`src/rtl/mul_rr_scheduler.sv`:
```
// Round-robin scheduler sharing one Booth radix-8 / carry-save 32x32 signed multiplier among NREQ requesters.
// Define MUL_RR_SCHED_PIPE_EN to register the carry-save outputs before the final adder (3-cycle latency).
module mul_rr_scheduler #(
  parameter int NREQ = 4,
  parameter int IDW  = 3
) (
  input  logic                 clk,
  input  logic                 rst,
  input  logic [NREQ-1:0]      req_valid,
  output logic [NREQ-1:0]      req_ready,
  input  logic [NREQ*32-1:0]   req_a,
  input  logic [NREQ*32-1:0]   req_b,
  output logic                 rsp_valid,
  input  logic                 rsp_ready,
  output logic [IDW-1:0]       rsp_id,
  output logic [63:0]          rsp_p,
  output logic                 busy
);

  // Handshakes: a transfer happens on a rising edge where valid and ready are both high;
  // req_ready is combinational from pointer, occupancy and req_valid, and is low during reset.

  logic            s1_v_q;
  logic [IDW-1:0]  s1_id_q;
  logic [31:0]     s1_a_q;
  logic [31:0]     s1_b_q;
  logic [IDW-1:0]  ptr_q, ptr_d;
  logic            s2_v_q;
  logic [IDW-1:0]  s2_id_q;
  logic [63:0]     s2_p_q;

  logic            s1_free, s2_free;
  logic [NREQ-1:0] grant;
  logic [IDW-1:0]  grant_id;
  logic            grant_any;

  logic [63:0]     out1, out2;
  logic            add_v;
  logic [IDW-1:0]  add_id;
  logic [63:0]     add_x, add_y;
  logic [63:0]     result_output;

  assign s2_free = !s2_v_q || rsp_ready;

  always_comb begin
    int   idx;
    logic found;
    grant    = '0;
    grant_id = '0;
    found    = 1'b0;
    for (int k = 0; k < NREQ; k++) begin
      idx = int'(ptr_q) + k;
      if (idx >= NREQ) idx = idx - NREQ;
      if (!found && req_valid[idx]) begin
        found      = 1'b1;
        grant_id   = IDW'(idx);
        grant[idx] = s1_free && !rst;
      end
    end
  end

  assign grant_any = |grant;
  assign req_ready = grant;

  always_comb begin
    ptr_d = ptr_q;
    if (grant_any) ptr_d = (grant_id == IDW'(NREQ - 1)) ? '0 : grant_id + 1'b1;
  end

  // Radix-8 Booth digits over sign-extended B, each partial product folded into a carry-save pair.
  always_comb begin
    logic [63:0] a1, a3, mag, pp, s, c, cy;
    logic [34:0] bx;
    logic [3:0]  t;
    logic        neg;
    a1 = {{32{s1_a_q[31]}}, s1_a_q};
    a3 = a1 + (a1 << 1);
    bx = {{2{s1_b_q[31]}}, s1_b_q, 1'b0};
    s  = '0;
    c  = '0;
    for (int j = 0; j < 11; j++) begin
      t   = bx[3*j +: 4];
      neg = t[3];
      case (t)
        4'd1, 4'd2, 4'd13, 4'd14: mag = a1;
        4'd3, 4'd4, 4'd11, 4'd12: mag = a1 << 1;
        4'd5, 4'd6, 4'd9, 4'd10:  mag = a3;
        4'd7, 4'd8:               mag = a1 << 2;
        default:                  mag = '0;
      endcase
      pp = neg ? (~mag + 64'd1) : mag;
      pp = pp << (3 * j);
      cy = (s & c) | (s & pp) | (c & pp);
      s  = s ^ c ^ pp;
      c  = cy << 1;
    end
    out1 = s;
    out2 = c;
  end

`ifdef MUL_RR_SCHED_PIPE_EN
  logic            sw_v_q;
  logic [IDW-1:0]  sw_id_q;
  logic [63:0]     sw_o1_q, sw_o2_q;
  logic            sw_free;

  assign sw_free = !sw_v_q || s2_free;
  assign s1_free = !s1_v_q || sw_free;

  always_ff @(posedge clk or posedge rst) begin
    if (rst) begin
      sw_v_q  <= 1'b0;
      sw_id_q <= '0;
      sw_o1_q <= '0;
      sw_o2_q <= '0;
    end else if (sw_free) begin
      sw_v_q  <= s1_v_q;
      sw_id_q <= s1_id_q;
      sw_o1_q <= out1;
      sw_o2_q <= out2;
    end
  end

  assign add_v  = sw_v_q;
  assign add_id = sw_id_q;
  assign add_x  = sw_o1_q;
  assign add_y  = sw_o2_q;
  assign busy   = s1_v_q | sw_v_q | s2_v_q;
`else
  assign s1_free = !s1_v_q || s2_free;
  assign add_v   = s1_v_q;
  assign add_id  = s1_id_q;
  assign add_x   = out1;
  assign add_y   = out2;
  assign busy    = s1_v_q | s2_v_q;
`endif

  assign result_output = add_x + add_y;

  always_ff @(posedge clk or posedge rst) begin
    if (rst) begin
      s1_v_q  <= 1'b0;
      s1_id_q <= '0;
      s1_a_q  <= '0;
      s1_b_q  <= '0;
      ptr_q   <= '0;
    end else begin
      ptr_q <= ptr_d;
      if (grant_any) begin
        s1_v_q  <= 1'b1;
        s1_id_q <= grant_id;
        s1_a_q  <= req_a[32*grant_id +: 32];
        s1_b_q  <= req_b[32*grant_id +: 32];
      end else if (s1_free) begin
        s1_v_q <= 1'b0;
      end
    end
  end

  // S2 holds its contents stable while the consumer back-pressures.
  always_ff @(posedge clk or posedge rst) begin
    if (rst) begin
      s2_v_q  <= 1'b0;
      s2_id_q <= '0;
      s2_p_q  <= '0;
    end else if (s2_free) begin
      s2_v_q <= add_v;
      if (add_v) begin
        s2_id_q <= add_id;
        s2_p_q  <= result_output;
      end
    end
  end

  assign rsp_valid = s2_v_q;
  assign rsp_id    = s2_id_q;
  assign rsp_p     = s2_p_q;

endmodule

```
`config.mk`:
```
export PLATFORM = sky130hd
export DESIGN_NAME = mul_rr_scheduler
export DESIGN_NICKNAME = d
export VERILOG_FILES = /design/src/rtl/mul_rr_scheduler.sv
export SDC_FILE = /design/constraint.sdc
export NUM_CORES = 2
export LEC_CHECK = 0
export ABC_AREA = 1
export BUFFER_PORTS_ARGS = -buffer_cell sky130_fd_sc_hd__buf_2
export CAP_MARGIN = 15
export CORE_MARGIN = 4
export CORE_UTILIZATION = 35
export CTS_BUF_LIST = sky130_fd_sc_hd__clkbuf_16
export CTS_CLUSTER_DIAMETER = 80
export DETAILED_ROUTE_END_ITERATION = 12
export GPL_ROUTABILITY_DRIVEN = 0
export SLEW_MARGIN = 10
export SYNTH_ARGS = -nofsm -noshare
export SYNTH_HDL_FRONTEND = slang
export SYNTH_SLANG_ARGS = --single-unit
```
`constraint.sdc`:
```
create_clock -name clk -period 12.5 [get_ports clk]
set_input_delay 1.875 -clock clk [delete_from_list [all_inputs] [get_ports clk]]
set_output_delay 1.875 -clock clk [all_outputs]
set_load 0.01 [all_outputs]
```
# Yosys cells after proc, flatten, opt, wreduce, memory -nomap -nowiden
# Cells that the tools add are included.
# classes
n_addsub	21
magnitude_cmp	12
eq_ne	148
shifts	2
muxes	63
n_bitwise	78
reduce_logical	62
# ops
op	n
63-bit AND	28
64-bit XOR	19
63-bit bitwise OR	18
4-bit equality test (second input constant)	70
64-bit case mux with 4 select lines	1
128-bit by 9-bit indexed part select with 32-bit output	2
61-bit case mux with 4 select lines	1
58-bit case mux with 4 select lines	1
55-bit case mux with 4 select lines	1
52-bit case mux with 4 select lines	1
49-bit case mux with 4 select lines	1
46-bit case mux with 4 select lines	1
43-bit case mux with 4 select lines	1
4-bit by 3-bit equality test with 1-bit output (second input constant)	40
40-bit case mux with 4 select lines	1
37-bit case mux with 4 select lines	1
34-bit case mux with 4 select lines	1
32-bit by 1-bit >= comparator with 1-bit output (second input constant)	4
32-bit by 4-bit < comparator with 1-bit output (second input constant)	4
32-bit 2-to-1 mux	4
4-bit OR reduction	31
4-bit by 2-bit equality test with 1-bit output (second input constant)	20
64-bit by 1-bit adder with 64-bit output (second input constant)	1
64-bit adder	1
other kinds (58)	133
# word_totals
register_bits	139
in_bits	263
out_inout_bits	73
word_cells	394

# Longest topological paths before layout
# depth
ltp_word	35
depth_mapped	54
depth_no_buf	53

# Worst setup path after synthesis
# OpenSTA, ideal clock, no wires.
# synth_path
path_kind	register to register
from	register s1_a_q[0]
to	register s2_p_q[59] (netlist: rsp_p[59])
setup_time_ns	0.117
t_arrival_ns	10.148
required_ns	12.383
setup_slack_ns	2.235
stages_incl_launch_ff	48
path_buffers	0
period_less_slack_ns	10.265
path_cell_list	dfrtp_1 -> ha_1 -> fa_1 -> nand3_1 -> nand3b_1 -> nand2_2 -> inv_1 -> nand2_1 -> nand2_1 -> nor2_1 -> nand2_1 -> nor4b_4 -> nand3_2 -> nor3_2 -> nand2_1 -> nor2_2 -> nand3_2 -> inv_2 -> [12 not listed] -> fa_1 -> fa_1 -> inv_1 -> fa_1 -> ha_1 -> a21oi_1 -> o21ai_0 -> a21oi_1 -> o21ai_0 -> a21oi_1 -> o21ai_0 -> a21boi_0 -> o21ai_0 -> a21oi_1 -> o21bai_1 -> or2_2 -> nand3_1 -> nand2_1
# synth_via
elab_chain_len	34
word_cells_on_any_way	111
classes_between	13 x add/sub; 22 x mux; 76 x bitwise
# synth_lines
element	line_no	rtl
start: declaration	25	logic [31:0] s1_a_q;
start signal: assignment	152	s1_a_q <= req_a[32*grant_id +: 32];
32-bit by 33-bit adder with 34-bit output	77	a3 = a1 + (a1 << 1);
64-bit case mux with 4 select lines / 61-bit case mux with 4 select lines (equally long branches)	84	case (t)
64-bit NOT / 61-bit NOT (equally long branches)	91	pp = neg ? (~mag + 64'd1) : mag;
64-bit by 1-bit adder with 64-bit output / 61-bit by 1-bit adder with 61-bit output (equally long branches)	91	
64-bit 2-to-1 mux / 61-bit 2-to-1 mux (equally long branches)	91	
64-bit XOR / 63-bit AND (equally long branches)	94, 93	
63-bit AND	93	cy = (s & c) | (s & pp) | (c & pp);
63-bit bitwise OR (2 in series)	93	
[13 not listed]	-	
63-bit bitwise OR (2 in series)	93	
63-bit AND	93	
63-bit bitwise OR (2 in series)	93	
63-bit AND	93	
63-bit bitwise OR (2 in series)	93	
63-bit AND	93	
63-bit bitwise OR (2 in series)	93	
64-bit adder *	138	assign result_output = add_x + add_y;
end signal: assignment	170	s2_p_q <= result_output;
end: declaration	30	logic [63:0] s2_p_q;
# Mark *: on every way between the ends. The rest lies on a longest branch, timed or not.
# A chain may end at the register's enable or synchronous reset.

# Worst setup path in the final report
# layout_path
from	register s1_a_q[3]
to	register s2_p_q[58] (netlist: rsp_p[58])
# Same word-level chain as after synthesis.

==> impl_metrics.env <==
export IMPL_run_status="finished, final reports clean"
export IMPL_tritoncts_clock_tree="built"
export IMPL_fin_util_pct=38.3
export IMPL_area_growth_synth_to_final_pct=8.85
export IMPL_synth_compound_gate_area_share_pct=17.9
export IMPL_antenna_found_initial=5
export IMPL_async_flop_share_pct=100
export IMPL_drv_max_cap_violation_count=0
export IMPL_crit_path_end_kind="flip-flop"
export IMPL_cp_slowest_stage_delay_ns=0.67
export IMPL_die_y_um=358
export IMPL_syn_inst_count=6508
export IMPL_core_area_um2=122000
export IMPL_route_detailed_drc=0
export IMPL_post_synth_fa_ha_maj_area_fraction_pct=26.4
export IMPL_mostFrequentLayoutCells="sky130_fd_sc_hd__nand2_1 (1525), sky130_fd_sc_hd__inv_1 (939), sky130_fd_sc_hd__nor2_1 (554)"
export IMPL_htreeDepth=4
export IMPL_detail_route_wirelength_um=172000
export IMPL_timing_final_crit_share_pct=95.4
export IMPL_initial_utilization_pct=35.2
export IMPL_synth_cell_area_um2=42800
export IMPL_r2r_slack_ns=0.58
export IMPL_synth_edff_count=0
export IMPL_wire_per_inst_um=20.7
export IMPL_synthDistinctLibCells=75
export IMPL_ff2ff_path_depth=46
export IMPL_worst_path_max_fanout=13
export IMPL_slew_limit_headroom_pct=24.8
export IMPL_dieArea_um2=128000
export IMPL_timing_critical_path_slowest_stage_cell="sky130_fd_sc_hd__dfrtp_1"
export IMPL_grt_pass1_wl_um=258000
export IMPL_hold_ws_ns=0.476
export IMPL_yosys_area_share_xor_xnor_pct=7.81
export IMPL_groute_usage_overall_pct=26.0
export IMPL_ys_dominant_reg_cell="sky130_fd_sc_hd__dfrtp_1"
export IMPL_drt_antenna_violating_nets=0
export IMPL_floorplan_die_width_um=358
export IMPL_first_global_vias=44000
export IMPL_critical_path_reg2reg_endpoint="rsp_p[58]"
export IMPL_routed_via_count=46100
export IMPL_hold_path_class="reg2reg"
export IMPL_critPathArrivalTime_ns=12.35
export IMPL_report_final_slew_viol_count=0
export IMPL_cts_root_buf="sky130_fd_sc_hd__clkbuf_16"
export IMPL_syn_nets=7429
export IMPL_register_area_share_after_synthesis_pct=8.12
export IMPL_critical_path_endpoint="rsp_p[58]"
export IMPL_clk_insertion_delay_late_ns=0.49
export IMPL_ioPinCount=336
export IMPL_postSynthAreaPerCell_um2=6.58
export IMPL_timing_setup_tns_ns=0
export IMPL_clock_sinks=139
export IMPL_worstSetupStartpoint="s1_a_q[3]"
export IMPL_finalNetCount=7575
export IMPL_hold_viol_final=0
export IMPL_finalClockSkew_ns=0.0210
export IMPL_grt_remaining_overflow=0
export IMPL_clk_pin_slew_ns=0.07
export IMPL_rr_startpoint="s1_a_q[3]"
export IMPL_layout_drive_gt1_share_pct=12.5
export IMPL_portBuffers=335
export IMPL_firstDrtPassIters=8
export IMPL_layout_filler_cells=13100
export IMPL_yosys_warnings=0
export IMPL_drt_vias_per_instance=5.56
export IMPL_min_period_ns=11.92
export IMPL_grt_start_max_net_pins=105
export IMPL_yosys_area_share_simple_pct=27.3
export IMPL_tightest_slew_ns=1.12
export IMPL_synth_seq_cells=139
export IMPL_std_cell_rows=128
export IMPL_crit_path_start_kind="flip-flop"
export IMPL_clock_fmax_mhz=83.9
export IMPL_finalSetupViolCount=0
export IMPL_criticalPathCategory="reg2reg"
export IMPL_cp_required_ns=12.93
export IMPL_synth_top_family_by_area="simple AND/OR/NAND/NOR gates"
export IMPL_most_common_cell_after_layout_fill_and_taps_aside="sky130_fd_sc_hd__nand2_1"
export IMPL_synth_area_mux_share_pct=0
export IMPL_max_clock_path_buffers=2
export IMPL_place_hpwl_um=145000
export IMPL_setup_repair_after_global_routing_missed_its_margin="no"
export IMPL_drt_first_iter_violations=5521
export IMPL_number_of_cts_inserted_buffers=17
cell families after synthesis:
logic type / Yosys count
compound gates: 1303
xor+xnor: 381
fa+ha+maj: 658
buf+inv: 1339
flops: 139
simple gates: 2688
through the flow:
stage | setup slack, ns | instance area, um2 | std cells
after floorplan | 2.24 | 42800 | 6508
after global placement | 0.691 | 46000 | 8259
after detailed placement | 0.623 | 46000 | 8259
after CTS | 0.645 | 46600 | 8290
after global routing | 0.00627 | 46600 | 8293
final | 0.580 | 46600 | 8294
synthesized netlist by cell type (139+ instances only):
cell | instances | area, um2
sky130_fd_sc_hd__clkbuf_1 | 200 | 751
sky130_fd_sc_hd__dfrtp_1 | 139 | 3480
sky130_fd_sc_hd__nand3_1 | 258 | 1290
sky130_fd_sc_hd__a21oi_1 | 432 | 2160
sky130_fd_sc_hd__ha_1 | 251 | 3140
sky130_fd_sc_hd__o21ai_0 | 293 | 1470
sky130_fd_sc_hd__xor2_1 | 211 | 1850
sky130_fd_sc_hd__fa_1 | 407 | 8150
sky130_fd_sc_hd__inv_1 | 940 | 3530
sky130_fd_sc_hd__xnor2_1 | 169 | 1480
sky130_fd_sc_hd__o22ai_1 | 321 | 2010
sky130_fd_sc_hd__nor2_1 | 555 | 2080
sky130_fd_sc_hd__nand2_1 | 1528 | 5740
cell type report:
type | count | area (um2) | area share (%)
clock inverter | 14 | 148 | 0.317
tap | 1625 | 2030 | 4.36
antenna | 3 | 7.51 | 0.0161
multi-input combinational | 5030 | 34100 | 73.0
inverter | 995 | 3750 | 8.04
clock buffer | 17 | 425 | 0.912
timing repair buffer | 471 | 2720 | 5.84
sequential | 139 | 3480 | 7.46
worst min path at each step:
stage / startpoint / to / cells after the start
after global routing: rsp_p[42] / rsp_p[42] / 2
after detailed placement: rsp_p[7] / rsp_p[7] / 2
final: rsp_p[42] / rsp_p[42] / 2
after global placement: rsp_p[36] / rsp_p[36] / 2
after floorplan: add_v / rsp_valid / 2
after CTS: rsp_p[7] / rsp_p[7] / 2
worst max-delay path: cells and delay by family (launching register included):
family                   cells  cell delay (ns)
flip-flops                   1             0.67
adder cells (fa/ha/maj)     12             6.01
AO/OA/AOI/OAI                6             1.42
AND/OR/NAND/NOR             22             3.11
buffers and inverters        6             0.68
what timing repair did:
action	in CTS	in global routing
hold buffers	0	0
resized for setup	0	6
setup buffers	0	1
setup endpoints to repair	0	5
state kept, by name (all words and copies together), names as in the netlist:
name / cells
add_id: 3
add_v: 1
ptr_q: 3
rsp_id: 3
rsp_p: 64
rsp_valid: 1
s1_a_q: 32
s1_b_q: 32
per-layer routing:
metal | vias to the layer above | track usage, % | wire length (um)
met3 | 348 | 5.20 | 20000
met5 | - | 0.566 | 128
met1 | 21900 | 35.8 | 71300
met2 | 2546 | 40.7 | 74500
li1 | 21300 | - | -
met4 | 6 | 8.26 | 6030
Power is left out: the tool's default activity adds up to more than one toggle a clock period on the data nets, which glitch-free logic cannot reach.
